File: src/rtl/profile_ctrl.sv
`default_nettype none
// ============================================================================
// Module      : profile_ctrl
// Description : Custom-instruction command decoder for four profiling up-counters.
//               It drives counter enable and reset and returns counter or run status.
// Revision    : 1.0 - initial release
// ============================================================================
module profile_ctrl #(
  parameter int         WIDTH    = 32,
  parameter logic [7:0] customId = 8'd0
) (
  input  logic             clock,
  input  logic             reset,
  input  logic             ciStart,
  input  logic             ciCke,
  input  logic [7:0]       ciN,
  input  logic [WIDTH-1:0] ciValueA,
  input  logic [WIDTH-1:0] ciValueB,
  output logic             ciDone,
  output logic [WIDTH-1:0] ciResult,
  input  logic             stallIn,
  input  logic             busIdleIn,
  input  logic             eventIn,
  input  logic [WIDTH-1:0] counterValue0,
  input  logic [WIDTH-1:0] counterValue1,
  input  logic [WIDTH-1:0] counterValue2,
  input  logic [WIDTH-1:0] counterValue3,
  output logic [3:0]       counterEnable,
  output logic [3:0]       counterReset,
  output logic             counterDir
);

  typedef enum logic [0:0] {
    S_IDLE = 1'b0,
    S_DONE = 1'b1
  } state_t;

  state_t           state;
  logic [3:0]       running;
  logic             accept;
  logic [3:0]       start_mask;
  logic [3:0]       stop_mask;
  logic [3:0]       reset_mask;
  logic [WIDTH-1:0] read_data;
  logic             unused_bits;

  assign accept     = ciStart & ciCke & (ciN == customId);
  assign start_mask = ciValueB[3:0];
  assign stop_mask  = ciValueB[7:4];
  assign reset_mask = ciValueB[11:8];

  // Only the select/status bits of A and the three 4-bit masks of B carry meaning.
  assign unused_bits = ^{ciValueA[WIDTH-1:3], ciValueB[WIDTH-1:12]};

  always_comb begin
    read_data = '0;
    if (ciValueA[2]) begin
      read_data = {{(WIDTH-4){1'b0}}, running};
    end else begin
      case (ciValueA[1:0])
        2'd0:    read_data = counterValue0;
        2'd1:    read_data = counterValue1;
        2'd2:    read_data = counterValue2;
        default: read_data = counterValue3;
      endcase
    end
  end

  // counterReset comes up all-ones so every counter clears on the first edge after reset.
  always_ff @(posedge clock or posedge reset) begin
    if (reset) begin
      state        <= S_IDLE;
      running      <= 4'h0;
      ciDone       <= 1'b0;
      ciResult     <= '0;
      counterReset <= 4'hF;
    end else begin
      ciDone       <= 1'b0;
      ciResult     <= '0;
      counterReset <= 4'h0;
      case (state)
        S_IDLE:  state <= accept ? S_DONE : S_IDLE;
        S_DONE:  state <= accept ? S_DONE : S_IDLE;
        default: state <= S_IDLE;
      endcase
      if (accept) begin
        ciDone       <= 1'b1;
        ciResult     <= read_data;
        running      <= (running | start_mask) & ~stop_mask;
        counterReset <= reset_mask;
      end
    end
  end

  assign counterEnable = running & {eventIn, busIdleIn, stallIn, 1'b1};
  assign counterDir    = 1'b1;

endmodule
`default_nettype wire

File: config.mk
export PLATFORM = sky130hd
export DESIGN_NAME = profile_ctrl
export DESIGN_NICKNAME = d
export VERILOG_FILES = /design/src/rtl/profile_ctrl.sv
export SDC_FILE = /design/constraint.sdc
export NUM_CORES = 1
export LEC_CHECK = 0
export CAP_MARGIN = 20
export CORE_AREA = 2 2 97 99
export DETAILED_ROUTE_END_ITERATION = 8
export DIE_AREA = 0 0 99 101
export HOLD_SLACK_MARGIN = 0.05
export PLACE_DENSITY = 0.85
export SETUP_SLACK_MARGIN = 0.05
export SYNTH_ARGS = -nofsm -noshare
export SYNTH_HDL_FRONTEND = slang
export SYNTH_SLANG_ARGS = --single-unit
File: constraint.sdc
create_clock -name clock -period 1.9 [get_ports clock]
set_clock_uncertainty 0.2 [all_clocks]
set_input_delay 0.285 -clock clock [delete_from_list [all_inputs] [get_ports clock]]
set_output_delay 0.285 -clock clock [all_outputs]
set_load 0.01 [all_outputs]
==> impl_metrics.xml <==
<?xml version="1.0" encoding="UTF-8"?>
<metrics>
  <group name="timing">
    <metric name="grt_setup_unrepaired" unit="">false</metric>
    <metric name="slack_of_the_critical_path" unit="ns">0.1748</metric>
    <metric name="period_share" unit="%">90.80</metric>
    <metric name="report.final.setup_viol" unit="">0</metric>
    <metric name="timing.final.max_slew_violations" unit="">0</metric>
    <metric name="timing_hold_violations_final" unit="">0</metric>
    <metric name="setup-tns-final" unit="ns">0</metric>
    <metric name="fmax" unit="MHz">579.6</metric>
    <metric name="final.min_clock_period" unit="ns">1.725</metric>
  </group>
  <group name="synth">
    <metric name="ys_seq_area_share" unit="%">41.32</metric>
    <metric name="synth-edff-count" unit="">0</metric>
    <metric name="synth.ff_latch_count" unit="">41</metric>
    <metric name="synth.area.top_cells" unit="">sky130_fd_sc_hd__dfrtp_1, sky130_fd_sc_hd__mux4_2, sky130_fd_sc_hd__mux4_1</metric>
    <metric name="syn_nets" unit="">351</metric>
    <metric name="synth_ff_type" unit="">sky130_fd_sc_hd__dfrtp_1</metric>
    <metric name="synth_cell_type_count" unit="">23</metric>
    <metric name="synth_largest_area_cell" unit="">sky130_fd_sc_hd__dfrtp_1</metric>
    <metric name="synth_top_cells_by_count" unit="">sky130_fd_sc_hd__dfrtp_1, sky130_fd_sc_hd__mux4_2, sky130_fd_sc_hd__nor2b_4, sky130_fd_sc_hd__mux4_1, sky130_fd_sc_hd__nor2b_1</metric>
    <metric name="synth.most_common_cell" unit="">sky130_fd_sc_hd__dfrtp_1</metric>
    <metric name="yosys.area.top_type_share" unit="%">37.11</metric>
    <metric name="synth-async-reset-ratio" unit="%">100.0</metric>
    <metric name="synthesis.area_per_instance" unit="µm²">17.33</metric>
    <metric name="synthesis.yosys.warnings" unit="">0</metric>
    <metric name="synthCells" unit="">144</metric>
    <metric name="summed_instance_area_of_the_synthesized_netlist" unit="mm²">0.002495</metric>
  </group>
  <group name="cells_and_area">
    <metric name="layout_net_count" unit="">557</metric>
    <metric name="drive_gt1_share" unit="%">19.94</metric>
    <metric name="multiInputGateArea" unit="mm²">0.001324</metric>
    <metric name="fillers" unit="">765</metric>
    <metric name="area_growth" unit="%">90.97</metric>
    <metric name="seq_area" unit="mm²">0.001031</metric>
    <metric name="layout.cells.non_filler" unit="">462</metric>
    <metric name="count_of_antenna_diodes_in_the_layout" unit="">0</metric>
  </group>
  <group name="routing">
    <metric name="drt-pass1-iter-count" unit="">5</metric>
    <metric name="dr_total_vias" unit="">2139</metric>
    <metric name="drt-total-wl" unit="µm">7585</metric>
    <metric name="route.antenna.remaining_nets" unit="">0</metric>
    <metric name="drt-vias-per-instance" unit="">4.630</metric>
    <metric name="detailedRoute.firstIterationViolations" unit="">21</metric>
    <metric name="wl_per_cell" unit="µm">16.42</metric>
    <metric name="route.detailed.drc" unit="">0</metric>
  </group>
  <group name="global_route">
    <metric name="grt_start_max_net_pins" unit="">42</metric>
    <metric name="grt_pass1_vias" unit="">2443</metric>
    <metric name="groute.layer.met3.usage" unit="%">3.883</metric>
    <metric name="grt_first_pass_wirelength" unit="µm">11780</metric>
    <metric name="number_of_antenna_violations_at_the_first_check_in_global_routing" unit="">0</metric>
    <metric name="grt.met2_usage" unit="%">29.89</metric>
    <metric name="grt_residual_overflow" unit="">0</metric>
    <metric name="grt.busiest_layer" unit="">met2</metric>
    <metric name="use_met1" unit="%">15.80</metric>
    <metric name="global_route.usage.total" unit="%">15.13</metric>
  </group>
  <group name="clock_tree">
    <metric name="clock_latency" unit="ns">0.28</metric>
    <metric name="postCtsSetupRepairBufs" unit="">0</metric>
    <metric name="cts_root_buffer" unit="">sky130_fd_sc_hd__clkbuf_8</metric>
    <metric name="ctsLongestPathBuffers" unit="">2</metric>
    <metric name="cts_num_sinks" unit="">41</metric>
    <metric name="cts-buffers-inserted" unit="">5</metric>
    <metric name="cts_tree" unit="">done</metric>
    <metric name="cts_max_level" unit="">2</metric>
    <metric name="clk_transition_reported_paths" unit="ns">0.08</metric>
  </group>
  <group name="place">
    <metric name="dp_hpwl" unit="µm">6280</metric>
    <metric name="placement.setup.worst_slack" unit="ns">-0.09399</metric>
    <metric name="place.port_buffers" unit="">198</metric>
    <metric name="place.gp.congestion" unit="">0.7007</metric>
    <metric name="placedCellCount" unit="">454</metric>
  </group>
  <group name="setup_path">
    <metric name="worstPathCellList" unit="">clkdlybuf4s50_1</metric>
    <metric name="arr_time_crit_path" unit="ns">1.24</metric>
    <metric name="cpPeakStageDelay" unit="ns">0.55</metric>
    <metric name="critPathBufInv" unit="">1</metric>
    <metric name="worst_path_max_delay_cell" unit="">sky130_fd_sc_hd__clkdlybuf4s50_1</metric>
    <metric name="critPathRequiredTime" unit="ns">1.41</metric>
    <metric name="cp_max_fo" unit="">3</metric>
    <metric name="cp_top_family" unit="">buffers and inverters</metric>
    <metric name="startpoint_type" unit="">flop</metric>
    <metric name="worst_setup_path_category" unit="">flop to output pin</metric>
    <metric name="critical_path.endpoint_type" unit="">output pin</metric>
  </group>
  <group name="status">
    <metric name="run_status" unit="">finished, final reports clean</metric>
  </group>
  <group name="power_and_ir_drop">
    <metric name="worst_ir_drop_vdd" unit="µV">274.8</metric>
    <metric name="totalPowerFinal" unit="mW">2.183</metric>
    <metric name="total_leakage_power" unit="nW">2.055</metric>
    <metric name="power_density_over_cell_area" unit="mW/mm²">458.2</metric>
  </group>
  <group name="floorplan">
    <metric name="die_width" unit="µm">99</metric>
    <metric name="placementRows" unit="">35</metric>
    <metric name="die_area" unit="mm²">0.009999</metric>
    <metric name="initial_core_util" unit="%">27.79</metric>
    <metric name="io_pins" unit="">249</metric>
    <metric name="floorplan.core_area" unit="mm²">0.008977</metric>
    <metric name="die_h" unit="µm">101</metric>
  </group>
  <group name="worst_hold_path">
    <metric name="hp-class" unit="">primary input to asynchronous set/reset pin</metric>
  </group>
  <group name="run">
    <metric name="cap_violations" unit="">0</metric>
  </group>
</metrics>
## per-layer routing
metal	up-vias	wire length, µm	share of wire [%]
li1	970	-	-
met1	1050	2662	35
met2	113	4241	56
met3	6	604	8.0
met4	0	78	1.0
met5	-	0	0
## power by group
part           switching, mW  leakage [nW]  internal, mW
Sequential           0.00225         0.558         0.875
Clock                  0.307        0.0574         0.427
Combinational          0.132          1.44         0.440
## cell families (layout without fill, tap and decap cells)
family          after synthesis  in the layout  share of synthesized area (%)
buf+inv                      14            221                          5.617
mux                          32             32                          30.69
other cells                   1              1                         0.1503
flops                        41             41                          41.32
compound gates               12             12                          3.811
simple gates                 44             44                          18.40
## area by class of cell
cell class              instances  area share [%]
multi-input cells              89           27.78
inverters                       2          0.1576
clock inverters                 2          0.7878
well taps                     111           2.915
clock buffers                   6           1.733
flip-flops and latches         41           21.64
repair buffers                211           44.98
## stage by stage
stage,instance area [µm²],hold slack [ns],utilization (%)
floorplan,2495,0.1717,-
global placement,4638,0.3401,51.67
detailed placement,4638,0.3437,51.67
CTS,4755,0.1528,52.96
global route,4765,0.1539,53.07
finish,4765,0.1501,53.07
## sequential cells by signal, summed over array words and instances (netlist names)
register / count
counterReset: 4
ciResult: 32
running: 4
ciDone: 1
## cell usage in the layout, fill, tap and decap left out
| cell | instances |
|---|---|
| sky130_fd_sc_hd__and4bb_2 | 1 |
| sky130_fd_sc_hd__a21oi_1 | 4 |
| sky130_fd_sc_hd__buf_12 | 5 |
| sky130_fd_sc_hd__conb_1 | 1 |
| sky130_fd_sc_hd__and2_1 | 7 |
| sky130_fd_sc_hd__o211a_1 | 4 |
| sky130_fd_sc_hd__nor2_1 | 1 |
| sky130_fd_sc_hd__inv_2 | 1 |
| sky130_fd_sc_hd__dfstp_2 | 4 |
| sky130_fd_sc_hd__nor2b_4 | 20 |
| sky130_fd_sc_hd__mux4_1 | 12 |
| sky130_fd_sc_hd__nand4_4 | 1 |
| sky130_fd_sc_hd__mux4_2 | 20 |
| sky130_fd_sc_hd__a41oi_1 | 4 |
| sky130_fd_sc_hd__dlymetal6s2s_1 | 4 |
| sky130_fd_sc_hd__clkdlybuf4s50_1 | 190 |
| sky130_fd_sc_hd__nor2b_1 | 8 |
| sky130_fd_sc_hd__clkbuf_8 | 6 |
| sky130_fd_sc_hd__and3_1 | 1 |
| sky130_fd_sc_hd__inv_1 | 1 |
| sky130_fd_sc_hd__nor4_4 | 1 |
| sky130_fd_sc_hd__buf_2 | 1 |
| sky130_fd_sc_hd__clkinvlp_4 | 1 |
| sky130_fd_sc_hd__or2_0 | 4 |
| sky130_fd_sc_hd__buf_4 | 8 |
| sky130_fd_sc_hd__dfrtp_1 | 37 |
| sky130_fd_sc_hd__dlygate4sd2_1 | 3 |
| sky130_fd_sc_hd__bufinv_16 | 1 |
## what timing repair did
action / 4_1_cts / 5_1_grt
hold endpoints to repair: 0 / 0
hold buffers: 0 / 0
gates resized for setup: 3 / 4
setup endpoints to repair: 3 / 4
## final timing paths
kind / from / end / slack, ns / cells after the start
max in group asynchronous: reset / counterReset[0] / 1.09 / 3
hold reg to reg: running[3] / ciResult[3] / 0.37 / 1
hold / removal: reset / ciResult[17] / 0.15 / 3
setup / recovery: running[0] / counterEnable[0] / 0.17 / 1
setup reg to reg: running[0] / running[0] / 0.92 / 2
min in group clock: ciValueB[11] / counterReset[3] / 0.31 / 2
Note: power is estimated with default switching activity, not from simulation.
